<file path="src/rtl/memory_stage.sv">
// MEM stage of the 5-stage pipeline: registers EX results, runs the variable-latency
// data-memory handshake, aligns/extends loads, builds store enables, and feeds WB.
module memory_stage #(
    parameter logic [0:5] NOP_OPCODE = 6'h15,
    parameter int         DW         = 32
) (
    input  logic          clk,
    input  logic          reset,
    input  logic [0:DW-1] InALUOut,
    input  logic [0:DW-1] InFPUOut,
    input  logic [0:DW-1] InStoreData,
    input  logic [0:5]    InOpcode,
    input  logic [0:5]    InFunct,
    input  logic [0:DW-1] InPCPlusFour,
    input  logic [0:15]   InImmediate,
    input  logic [0:1]    InDInSrc,
    input  logic          InRegWE,
    input  logic [0:5]    InRegWAddr,
    input  logic          InMemRead,
    input  logic          InMemWrite,
    input  logic [0:1]    InMemSize,
    input  logic          InMemSigned,
    output logic          Busy,
    output logic          MisalignedErr,
    output logic          DMemReq,
    output logic          DMemWE,
    output logic [0:DW-1] DMemAddr,
    output logic [0:3]    DMemBE,
    output logic [0:DW-1] DMemWData,
    input  logic [0:DW-1] DMemRData,
    input  logic          DMemAck,
    output logic [0:DW-1] NextALUOut,
    output logic [0:DW-1] NextFPUOut,
    output logic [0:DW-1] NextMEMDout,
    output logic [0:5]    NextOpcode,
    output logic [0:5]    NextFunct,
    output logic [0:DW-1] NextPCPlusFour,
    output logic [0:15]   NextImmediate,
    output logic [0:1]    NextDInSrc,
    output logic          NextRegWE,
    output logic [0:5]    NextRegWAddr
);

    typedef enum logic {IDLE, ACCESS} state_t;

    localparam logic [0:1] SZ_BYTE = 2'b00;
    localparam logic [0:1] SZ_HALF = 2'b01;

    state_t        state;
    logic [0:DW-1] alu_q;
    logic [0:DW-1] fpu_q;
    logic [0:DW-1] store_q;
    logic [0:5]    opcode_q;
    logic [0:5]    funct_q;
    logic [0:DW-1] pc4_q;
    logic [0:15]   imm_q;
    logic [0:1]    din_src_q;
    logic          reg_we_q;
    logic [0:5]    reg_waddr_q;
    logic          mem_read_q;
    logic          mem_write_q;
    logic [0:1]    mem_size_q;
    logic          mem_signed_q;

    logic          in_mem;
    logic          in_misaligned;
    logic          in_access;
    logic          stall_bubble;
    logic [0:1]    off;
    logic [0:7]    ld_byte;
    logic [0:15]   ld_half;
    logic [0:DW-1] load_data;
    logic [0:3]    store_be;
    logic [0:DW-1] store_wdata;

    // Word-sized checks also cover the unused size code 11.
    assign in_mem        = InMemRead | InMemWrite;
    assign in_misaligned = in_mem &
                           (((InMemSize == SZ_HALF) & InALUOut[DW-1]) |
                            (InMemSize[0] & (InALUOut[DW-2:DW-1] != 2'b00)));

    assign in_access    = (state == ACCESS);
    assign stall_bubble = in_access & ~DMemAck;
    assign Busy         = stall_bubble;
    assign off          = alu_q[DW-2:DW-1];

    always_comb begin
        // NOTE: every always_comb output gets a default first so no path can infer a latch.
        ld_byte = DMemRData[0:7];
        case (off)
            2'd1:    ld_byte = DMemRData[8:15];
            2'd2:    ld_byte = DMemRData[16:23];
            2'd3:    ld_byte = DMemRData[24:31];
            default: ld_byte = DMemRData[0:7];
        endcase
        ld_half = off[0] ? DMemRData[16:31] : DMemRData[0:15];

        case (mem_size_q)
            SZ_BYTE: load_data = {{24{mem_signed_q & ld_byte[0]}}, ld_byte};
            SZ_HALF: load_data = {{16{mem_signed_q & ld_half[0]}}, ld_half};
            default: load_data = DMemRData;
        endcase
    end

    always_comb begin
        store_be    = 4'b1111;
        store_wdata = store_q;
        case (mem_size_q)
            SZ_BYTE: begin
                store_be    = 4'b1000 >> off;
                store_wdata = {4{store_q[24:31]}};
            end
            SZ_HALF: begin
                store_be    = off[0] ? 4'b0011 : 4'b1100;
                store_wdata = {2{store_q[16:31]}};
            end
            default: begin
                store_be    = 4'b1111;
                store_wdata = store_q;
            end
        endcase
    end

    assign DMemReq   = in_access;
    assign DMemWE    = in_access & mem_write_q;
    assign DMemAddr  = {alu_q[0:DW-3], 2'b00};
    assign DMemBE    = in_access ? (mem_read_q ? 4'b1111 : store_be) : 4'b0000;
    assign DMemWData = store_wdata;

    // While stalled, WB still registers every cycle, so present a non-writing NOP.
    assign NextALUOut     = alu_q;
    assign NextFPUOut     = fpu_q;
    assign NextMEMDout    = (mem_read_q & in_access & DMemAck) ? load_data : '0;
    assign NextOpcode     = stall_bubble ? NOP_OPCODE : opcode_q;
    assign NextFunct      = funct_q;
    assign NextPCPlusFour = pc4_q;
    assign NextImmediate  = imm_q;
    assign NextDInSrc     = din_src_q;
    assign NextRegWE      = reg_we_q & ~stall_bubble;
    assign NextRegWAddr   = reg_waddr_q;

    always_ff @(posedge clk or negedge reset) begin
        if (!reset) begin
            state         <= IDLE;
            MisalignedErr <= 1'b0;
            alu_q         <= '0;
            fpu_q         <= '0;
            store_q       <= '0;
            opcode_q      <= NOP_OPCODE;
            funct_q       <= '0;
            pc4_q         <= '0;
            imm_q         <= '0;
            din_src_q     <= '0;
            reg_we_q      <= 1'b0;
            reg_waddr_q   <= '0;
            mem_read_q    <= 1'b0;
            mem_write_q   <= 1'b0;
            mem_size_q    <= '0;
            mem_signed_q  <= 1'b0;
        end else begin
            // NOTE: non-blocking assignments so every register samples pre-edge values.
            MisalignedErr <= 1'b0;
            if (in_access && DMemAck)
                state <= IDLE;

            // The ack cycle also captures, so a following mem op re-enters ACCESS directly.
            if (!Busy) begin
                alu_q         <= InALUOut;
                fpu_q         <= InFPUOut;
                store_q       <= InStoreData;
                opcode_q      <= InOpcode;
                funct_q       <= InFunct;
                pc4_q         <= InPCPlusFour;
                imm_q         <= InImmediate;
                din_src_q     <= InDInSrc;
                reg_we_q      <= InRegWE & ~in_misaligned;
                reg_waddr_q   <= InRegWAddr;
                mem_read_q    <= InMemRead & ~in_misaligned;
                mem_write_q   <= InMemWrite & ~in_misaligned;
                mem_size_q    <= InMemSize;
                mem_signed_q  <= InMemSigned;
                MisalignedErr <= in_misaligned;
                if (in_mem && !in_misaligned)
                    state <= ACCESS;
            end
        end
    end

endmodule

</file>
<file path="config.mk">
export PLATFORM = sky130hd
export DESIGN_NAME = memory_stage
export DESIGN_NICKNAME = d
export VERILOG_FILES = /design/src/rtl/memory_stage.sv
export SDC_FILE = /design/constraint.sdc
export NUM_CORES = 1
export LEC_CHECK = 0
export ABC_AREA = 1
export BUFFER_PORTS_ARGS = -buffer_cell sky130_fd_sc_hd__buf_4
export CORE_AREA = 2 2 171 173
export CTS_BUF_LIST = sky130_fd_sc_hd__clkbuf_4 sky130_fd_sc_hd__clkbuf_8 sky130_fd_sc_hd__clkbuf_16
export CTS_CLUSTER_SIZE = 24
export DETAILED_ROUTE_END_ITERATION = 10
export DIE_AREA = 0 0 173 175
export GPL_ROUTABILITY_DRIVEN = 0
export GPL_TIMING_DRIVEN = 0
export PLACE_DENSITY_LB_ADDON = 0.3
export SETUP_SLACK_MARGIN = 0.3
export SYNTH_ARGS = -nofsm -noshare
export SYNTH_HDL_FRONTEND = slang
export SYNTH_SLANG_ARGS = --single-unit
</file>
<file path="constraint.sdc">
create_clock -name clk -period 3.9 [get_ports clk]
set_clock_uncertainty 0.15 [all_clocks]
set_input_delay 0.585 -clock clk [delete_from_list [all_inputs] [get_ports clk]]
set_output_delay 0.585 -clock clk [all_outputs]
set_load 0.03 [all_outputs]
</file>
; ---- After elaboration in Yosys (flattened, before gate mapping)
; Index checks and enable logic that the tools add are counted.
[totals]
ff_bits = 172
out_inout_bits = 237
word_cells = 59
[classes]
shift = 1
muxes = 14
n_reduce_logical = 5
bitwise_logic = 18
n_eq_ne = 5
[ops]
columns = operator, count
row1 = $pmux 32 s2, 2
row2 = $mux 32, 1
row3 = $pmux 8 s3, 1
row4 = $mux 16, 1
row5 = $and 1x1->1, 13
row6 = $mux 4, 3
row7 = $pmux 4 s2, 1
row8 = $eq 2x1->1 const B, 3
row9 = $mux 6, 1
row10 = $eq 2x2->1 const B, 2
row11 = $mux 1, 4
row12 = $shr 4x2->4 const A, 1
row13 = $not 1->1, 3
row14 = $logic_and 1x1->1, 2
row15 = $logic_not 2->1, 1
row16 = $or 1x1->1, 2
row17 = $reduce_bool 2->1, 1
row18 = $logic_not 1->1, 1

; ---- Logic depth before layout (Yosys ltp)
; Gate-level depths: netlist (run 1).
[logic_depth]
ltp_word = 8
depth_mapped = 9
depth_no_buf = 9

; ---- Worst setup path after synthesis (run 1)
; Ideal clock, no wire load.
[synth_path]
path_kind = register to output
from = register alu_q, in the netlist NextALUOut[30]
to = output NextMEMDout[24] in the netlist's numbering
stages_incl_launch_ff = 8
t_arrival_ns = 1.718
t_required_ns = 3.165
setup_slack_ns = 1.447
path_cell_list = dfrtp_1 -> buf_6 -> inv_1 -> nand2_2 -> nand2_1 -> inv_1 -> nand2_1 -> a31oi_1
[synth_between]
elab_chain_len = 4
elab_cells_between_ends = 7
[synth_rtl]
columns = element, line
row1 = "start, declared", 50  ; logic [0:DW-1] alu_q;
row2 = "start signal, assigned", 168  ; alu_q <= InALUOut;
row3 = $eq 2x2->1 or $eq 2x1->1 (tied branches), 90  ; case (off)
row4 = $pmux 8 s3, 90
row5 = $pmux 32 s2 *, 98  ; case (mem_size_q)
row6 = $mux 32 *, 133  ; assign NextMEMDout = (mem_read_q & in_access & DMemAck) ? load_data : '0;
row7 = "end, declared", 34  ; output logic [0:DW-1] NextMEMDout,
; Every way passes the cells marked *; elsewhere a longest branch is shown, timed or not.

; ---- Worst setup path after layout (run 1)
[layout_path]
from = register state (netlist: DMemReq)
to = output NextOpcode[5] in the netlist's numbering
[layout_between]
elab_chain_len = 2
[layout_rtl]
columns = element, line
row1 = "start, declared", 49  ; state_t state;
row2 = "start signal, assigned", 144  ; state <= IDLE;
row3 = "start signal, assigned", 164  ; state <= IDLE;
row4 = "start signal, assigned", 184  ; state <= ACCESS;
row5 = $and 1x1->1, 83  ; assign stall_bubble = in_access & ~DMemAck;
row6 = $mux 6, 134  ; assign NextOpcode = stall_bubble ? NOP_OPCODE : opcode_q;
row7 = "end, declared", 35  ; output logic [0:5] NextOpcode,
; Every way passes these cells.

==> results of run 1 <==
layout make-up:
type | instances | area [µm²] | area share, %
flip-flops and latches | 172 | 4310 | 35.1
repair buffers | 441 | 3340 | 27.2
clock inverters | 11 | 111 | 0.906
well taps | 384 | 480 | 3.91
multi-input cells | 688 | 2830 | 23.0
inverters | 62 | 233 | 1.89
plain buffers | 86 | 522 | 4.25
clock buffers | 21 | 468 | 3.81
final timing paths:
check	endpoint	depth (start not counted)	slack, ps	start
min in group asynchronous	NextPCPlusFour[6]	2	540	reset
hold reg to reg	NextFPUOut[12]	2	330	NextFPUOut[12]
max in group asynchronous	NextFPUOut[15]	3	2130	reset
hold / removal	NextPCPlusFour[24]	3	190	InPCPlusFour[24]
setup reg to reg	NextFPUOut[16]	7	1640	DMemReq
setup / recovery	NextOpcode[5]	7	620	DMemReq
power by group:
group / internal (µW) / switching, µW / total, µW
combinational: 694 / 1180 / 1870
clock: 938 / 760 / 1700
sequential: 1990 / 136 / 2120
stage by stage:
stage / setup slack [ps] / instance area (µm²) / power [µW]
2_1_floorplan: 1450 / 7890 / 3180
3_3_place_gp: 843 / 11700 / 4020
3_5_place_dp: 861 / 11700 / 4040
4_1_cts: 494 / 12300 / 5750
5_1_grt: 360 / 12300 / 5970
6_report: 619 / 12300 / 5690
layer usage:
layer | vias up | GRT usage [%] | wire (µm) | part of all wire (%)
met5 | - | 0 | 0 | 0
met4 | 0 | 6.78 | 668 | 2.2
met3 | 37 | 5.74 | 2470 | 8.2
met2 | 357 | 34.8 | 15300 | 51
met1 | 3788 | 22.6 | 11600 | 39
li1 | 3939 | - | - | -
sequential cells by signal (all words and copies together) (netlist names):
name and count:
mem_read_q 1, DMemReq 1, NextFunct 6, NextPCPlusFour 32
store_q 32, MisalignedErr 1, NextRegWAddr 6, reg_we_q 1
NextDInSrc 2, NextALUOut 32, opcode_q 6, NextFPUOut 32
NextImmediate 16, mem_size_q 2, mem_write_q 1, mem_signed_q 1
cells in the final DEF (no fill, tap or decap), drive strengths merged:
cell type,netlist,final
nand2,544,544
buf,67,507
dfrtp,169,169
inv,61,64
o21ai,56,56
nor2,44,44
clkbuf,19,40
nand3,25,25
o221ai,8,8
a21oi,6,6
clkinvlp,0,4
clkinv,1,4
dfstp,3,3
a31oi,2,2
conb,1,2
o21bai,1,1
bufinv,0,1
dlygate4sd3,0,1
cells by family (layout without fill, tap and decap cells):
logic type             count (synthesis)  count (layout)  share of synthesized area, %
buffers and inverters                148             621                          9.57
flip-flops                           172             172                          54.6
AO/OA/AOI/OAI                         73              73                          5.27
other                                  1               2                        0.0476
AND/OR/NAND/NOR                      613             613                          30.5
worst reg2reg max path, delay by kind of cell, from the launching register on:
family / cells / cell delay (ps)
and+or+nand+nor: 3 / 620
DFF: 1 / 460
buffers and inverters: 4 / 920
==> results by group, run 1 <==
Floorplanning
  – Core area: 0.0284 mm²
  – Ports: 442
  – DIE AREA: between 0.03 and 0.04 mm²
  – Die Y: 175 µm
  – Die W: 173 µm
  – Row cnt: 62
  – Starting Density: approximately 28%

Global route
  – Total gr overflow: 0
  – First-pass GRT wire length: roughly 46000 µm
  – Largest net degree at the start of global routing: ~110
  – GRT Resource Usage Total: between 10% and 20%
  – Vias in the first global route: about 8000
  – Initial antenna violation count: 0

STA
  – Post-route setup TNS: 0 ps
  – Slew headroom: between 40% and 50%
  – Fmax: approximately 0.30 GHz
  – Worst Tran Pin Value: roughly 870 ps
  – WHS: approximately 190 ps
  – Final period utilization: a little over four fifths
  – RSZ-0062 raised after global routing: false
  – Final Critical Period: 3280 ps
  – Final setup viols: 0
  – Final hold vios: 0
  – Slew Viols, Final: 0

Cells and area
  – Diode count: 0
  – Layout net count: 1673
  – Layout cells sized above 1: a little under two fifths
  – Area delta synth->final: 55.8%
  – Number of fill cells: roughly 2900
  – Final Non-Filler Cells: between 1500 and 2000
  – Fin util: a little over two fifths

Status
  – Run status: finished clean

Synthesis
  – Post-synth cell types: 27
  – Synth Flop Type: dfrtp_1
  – Cell count after synthesis: just over 1000
  – Netlist Area Pre-Place: around 0.008 mm²
  – Ys Warns: 0
  – Synth async-reset ratio: 100%
  – Syn avg cell area: a little under 8 µm²
  – Yosys top cell by area: dfrtp_1
  – Post-synth top cells: nand2_1, dfrtp_1, inv_1
  – Number of synthesized flops with an enable pin: 0
  – Synth area leaders: dfrtp_1, nand2_1, buf_4
  – Seq/Total Area, Yosys: roughly 55%
  – Synth top area share: 53.6%
  – Number of synthesized register bits: about 170
  – Most common cell in the netlist: nand2_1

CTS
  – Worst-path clk slew: 70 ps
  – Total CTS buffers: 17
  – Worst-skew pair later-pin latency: 430 ps
  – PostCTS Resize Cnt: 0
  – CTS tree: built
  – Clk buf depth: 2
  – Clock sinks: roughly 170
  – H-tree levels: 4
  – Post-CTS Setup Repair Bufs: 0
  – # hold bufs at CTS: 1
  – Root buffer cell: clkbuf_16

Worst setup path
  – Most frequent CP cell: buf_2
  – Slowest CP cell: dfrtp_1
  – Crit path kind: register to output pin
  – CP peak stage delay: ~460 ps
  – Crit Path Max Fanout: 10
  – CP Capture Type: output pin
  – CP delay by family, top: buffers and inverters
  – Arr. time, crit path: 2550 ps
  – Critical path startpoint category: register
  – Critical Path RT: roughly 3200 ps
  – Crit path cell chain: inv_1 > nor2_2 > inv_2 > buf_2 > buf_2 > nand2_1 > buf_4
  – CP Buf/Inv Count: 5

Placed design
  – Hpwl dp: between 20000 and 25000 µm
  – PortBufs: around 440
  – Dpl cells: roughly 1800

Detailed routing
  – Drt wl/cell: ~16 µm
  – Detailed router's first-iteration violation count: ~340
  – Via count: 8121
  – Drt total wl: between 30000 and 40000 µm
  – Drt via density: roughly 4.4
  – Drt pass-1 iters: 5
  – DRC viols: 0
  – DRT antenna net count: 0

Hold path
  – Worst Hold Class: input pin to register

Power and ir drop
  – Max VDD drop: roughly 0.00023 V
  – Leakage: between 0.006 and 0.007 µW
  – P per Cell Area: roughly 460 mW/mm²

Run
  – Max cap viols: 0
No activity file was read; power rests on OpenSTA's default activity.
==> run 2, diff against run 1 <==
Clock period 3.9 ns to 2.8 ns, I/O delays scaled along.
==> results by group, run 2 (synthesis results as in run 1) <==
Status
  – Run status: finished clean

Cells and area
  – Most common cell after layout, fill and taps aside: nand2_1
  – Most frequent cells in the layout: nand2_1, buf_4, dfrtp_1, o21ai_0, inv_1
  – Layout net count: between 1500 and 2000
  – Area delta synth->final: 60.0%
  – Number of fill cells: 2897
  – Diode count: 0
  – Layout cells sized above 1: 40.1%

Detailed routing
  – Detailed router's first-iteration violation count: about 400
  – Drt via density: around 4.4
  – Via count: about 8200
  – DRT antenna net count: 0
  – Drt wl/cell: about 16 µm
  – Drt total wl: around 31000 µm
  – Drt pass-1 iters: 5
  – DRC viols: 0

Global route
  – GRT Resource Usage Total: 19.7%
  – First-pass GRT wire length: roughly 46000 µm
  – Total gr overflow: 0
  – Vias in the first global route: between 8000 and 9000
  – Initial antenna violation count: 0
  – Largest net degree at the start of global routing: about 110

CTS
  – Clk buf depth: 2
  – CTS tree: built
  – Root buffer cell: clkbuf_16
  – Total CTS buffers: 17
  – H-tree levels: 4
  – Worst-path clk slew: 70 ps
  – Clock sinks: around 170
  – Worst-skew pair later-pin latency: roughly 420 ps

Hold path
  – Hold path depth: 3
  – Hold endpoint: NextPCPlusFour[24]
  – Hold Path Origin: InPCPlusFour[24]
  – Worst Hold Class: input pin to register

STA
  – RSZ-0062 raised after global routing: true
  – Slew headroom: between 50% and 60%
  – Post-route setup TNS: 0 ps
  – WHS: roughly 27 ps
  – Final hold vios: 0
  – Slew Viols, Final: 0
  – Final period utilization: 89.3%
  – Final Critical Period: roughly 2500 ps
  – Worst Tran Pin Value: 696 ps
  – Final setup viols: 0
  – Fmax: 0.400 GHz

Floorplanning
  – Die Y: around 180 µm
  – Ports: 442
  – Row cnt: 62
  – Starting Density: around 28%
  – Core area: 0.0284 mm²
  – Die W: 173 µm
  – DIE AREA: between 0.03 and 0.04 mm²

Worst setup path
  – Crit Path Max Fanout: 8
  – CP delay by family, top: simple AND/OR/NAND/NOR gates
  – Worst Reg-to-Reg Cells: 7
  – Crit path cell chain: inv_2 > nor2_4 > buf_12 > nand3_2 > nand3_4 > nand2_8 > clkbuf_16 > nor2_2 > buf_6
  – Critical path startpoint category: register
  – CP Buf/Inv Count: 4
  – Critical Path RT: between 2000 and 2500 ps
  – Crit path kind: register to output pin
  – Arr. time, crit path: approximately 1900 ps
  – Reg2Reg Capture Point: NextPCPlusFour[2]
  – CP Capture Type: output pin
  – CP peak stage delay: approximately 430 ps
  – Slowest CP cell: dfrtp_1
  – Critical R2R Launch: DMemReq
  – R2R Setup Slk: about 850 ps

Placed design
  – PortBufs: 439
  – Hpwl dp: roughly 23000 µm

Power and ir drop
  – Leakage: just over 0.007 µW
  – Clock group share of total power: roughly 30%
  – Internal: 5100 µW
  – Seq pwr share: a little under two fifths
  – Max VDD drop: between 0.0003 and 0.0004 V
  – Combinational Power Share: 33.6%
  – P per Cell Area: roughly 640 mW/mm²
  – P_sw: approximately 3000 µW
  – Switching Fraction: a little over a third

Run
  – Max cap viols: 0
-- run 2: cell count changes in the layout (fill, tap and decap cells not counted), sizes merged --
cell    change
buf        +13
clkbuf      +2
-- run 2: worst max-delay path by stage --
stage,to,slack [ps],cells past startpoint,startpoint
6_report,NextMEMDout[2],300,9,mem_size_q[1]
5_1_grt,NextMEMDout[30],200,10,mem_size_q[1]
4_1_cts,NextMEMDout[10],280,9,NextALUOut[30]
3_5_place_dp,NextOpcode[5],50,7,DMemReq
3_3_place_gp,NextALUOut[24],30,1,reset
2_1_floorplan,NextMEMDout[24],510,7,NextALUOut[30]
-- run 2: area by class of cell --
class	count	area, µm²	share of cell area [%]
Buffer	86	571	4.52
Inverter	62	240	1.90
Sequential cell	172	4310	34.2
Clock buffer	21	468	3.71
Multi-Input combinational cell	688	2920	23.1
Tap cell	384	480	3.81
Clock inverter	11	111	0.883
Timing Repair Buffer	456	3520	27.9
-- run 2: power by group through the flow --
stage	clock network [µW]	registers [µW]	logic [µW]
2_1_floorplan	0	3380	1040
3_3_place_gp	0	2990	2610
3_5_place_dp	0	2990	2640
4_1_cts	2410	2960	2680
5_1_grt	2510	3000	2890
6_report	2370	2960	2700
-- run 2: worst register-to-register path, stage by stage (launching register included) --
cell and delay (ps):
dfrtp_2 430, inv_2 90, nor2_4 180, buf_4 210, buf_2 360, buf_2 310, nand2_1 100, nand2_1 70
-- run 2: metrics by stage --
stage | cell area (µm²) | worst slack (ps) | cells | total power [µW] | utilization, %
final | 12600 | 299 | 1880 | 8030 | 44.4
after global routing | 12600 | 204 | 1880 | 8400 | 44.4
after CTS | 12400 | 277 | 1873 | 8050 | 43.8
after detailed placement | 11700 | 45.6 | 1832 | 5630 | 41.2
after global placement | 11700 | 31.7 | 1831 | 5600 | 41.1
after floorplan | 7890 | 512 | 1008 | 4430 | -
-- run 2: what timing repair did --
action | in CTS | in global routing
cloned | 0 | 2
setup buffers | 8 | 5
hold buffers | 1 | 0
endpoints found under the hold margin | 66 | 0
resized for setup | 33 | 27
pin swaps | 4 | 2
setup endpoints to repair | 55 | 37
-- run 2: per-layer routing --
metal / track usage [%] / part of all wire (%) / vias to the layer above
li1: - / - / 3973
met1: 22.6 / 39 / 3831
met2: 34.9 / 51 / 353
met3: 5.79 / 7.6 / 46
met4: 6.96 / 2.4 / 0
met5: 0 / 0 / -
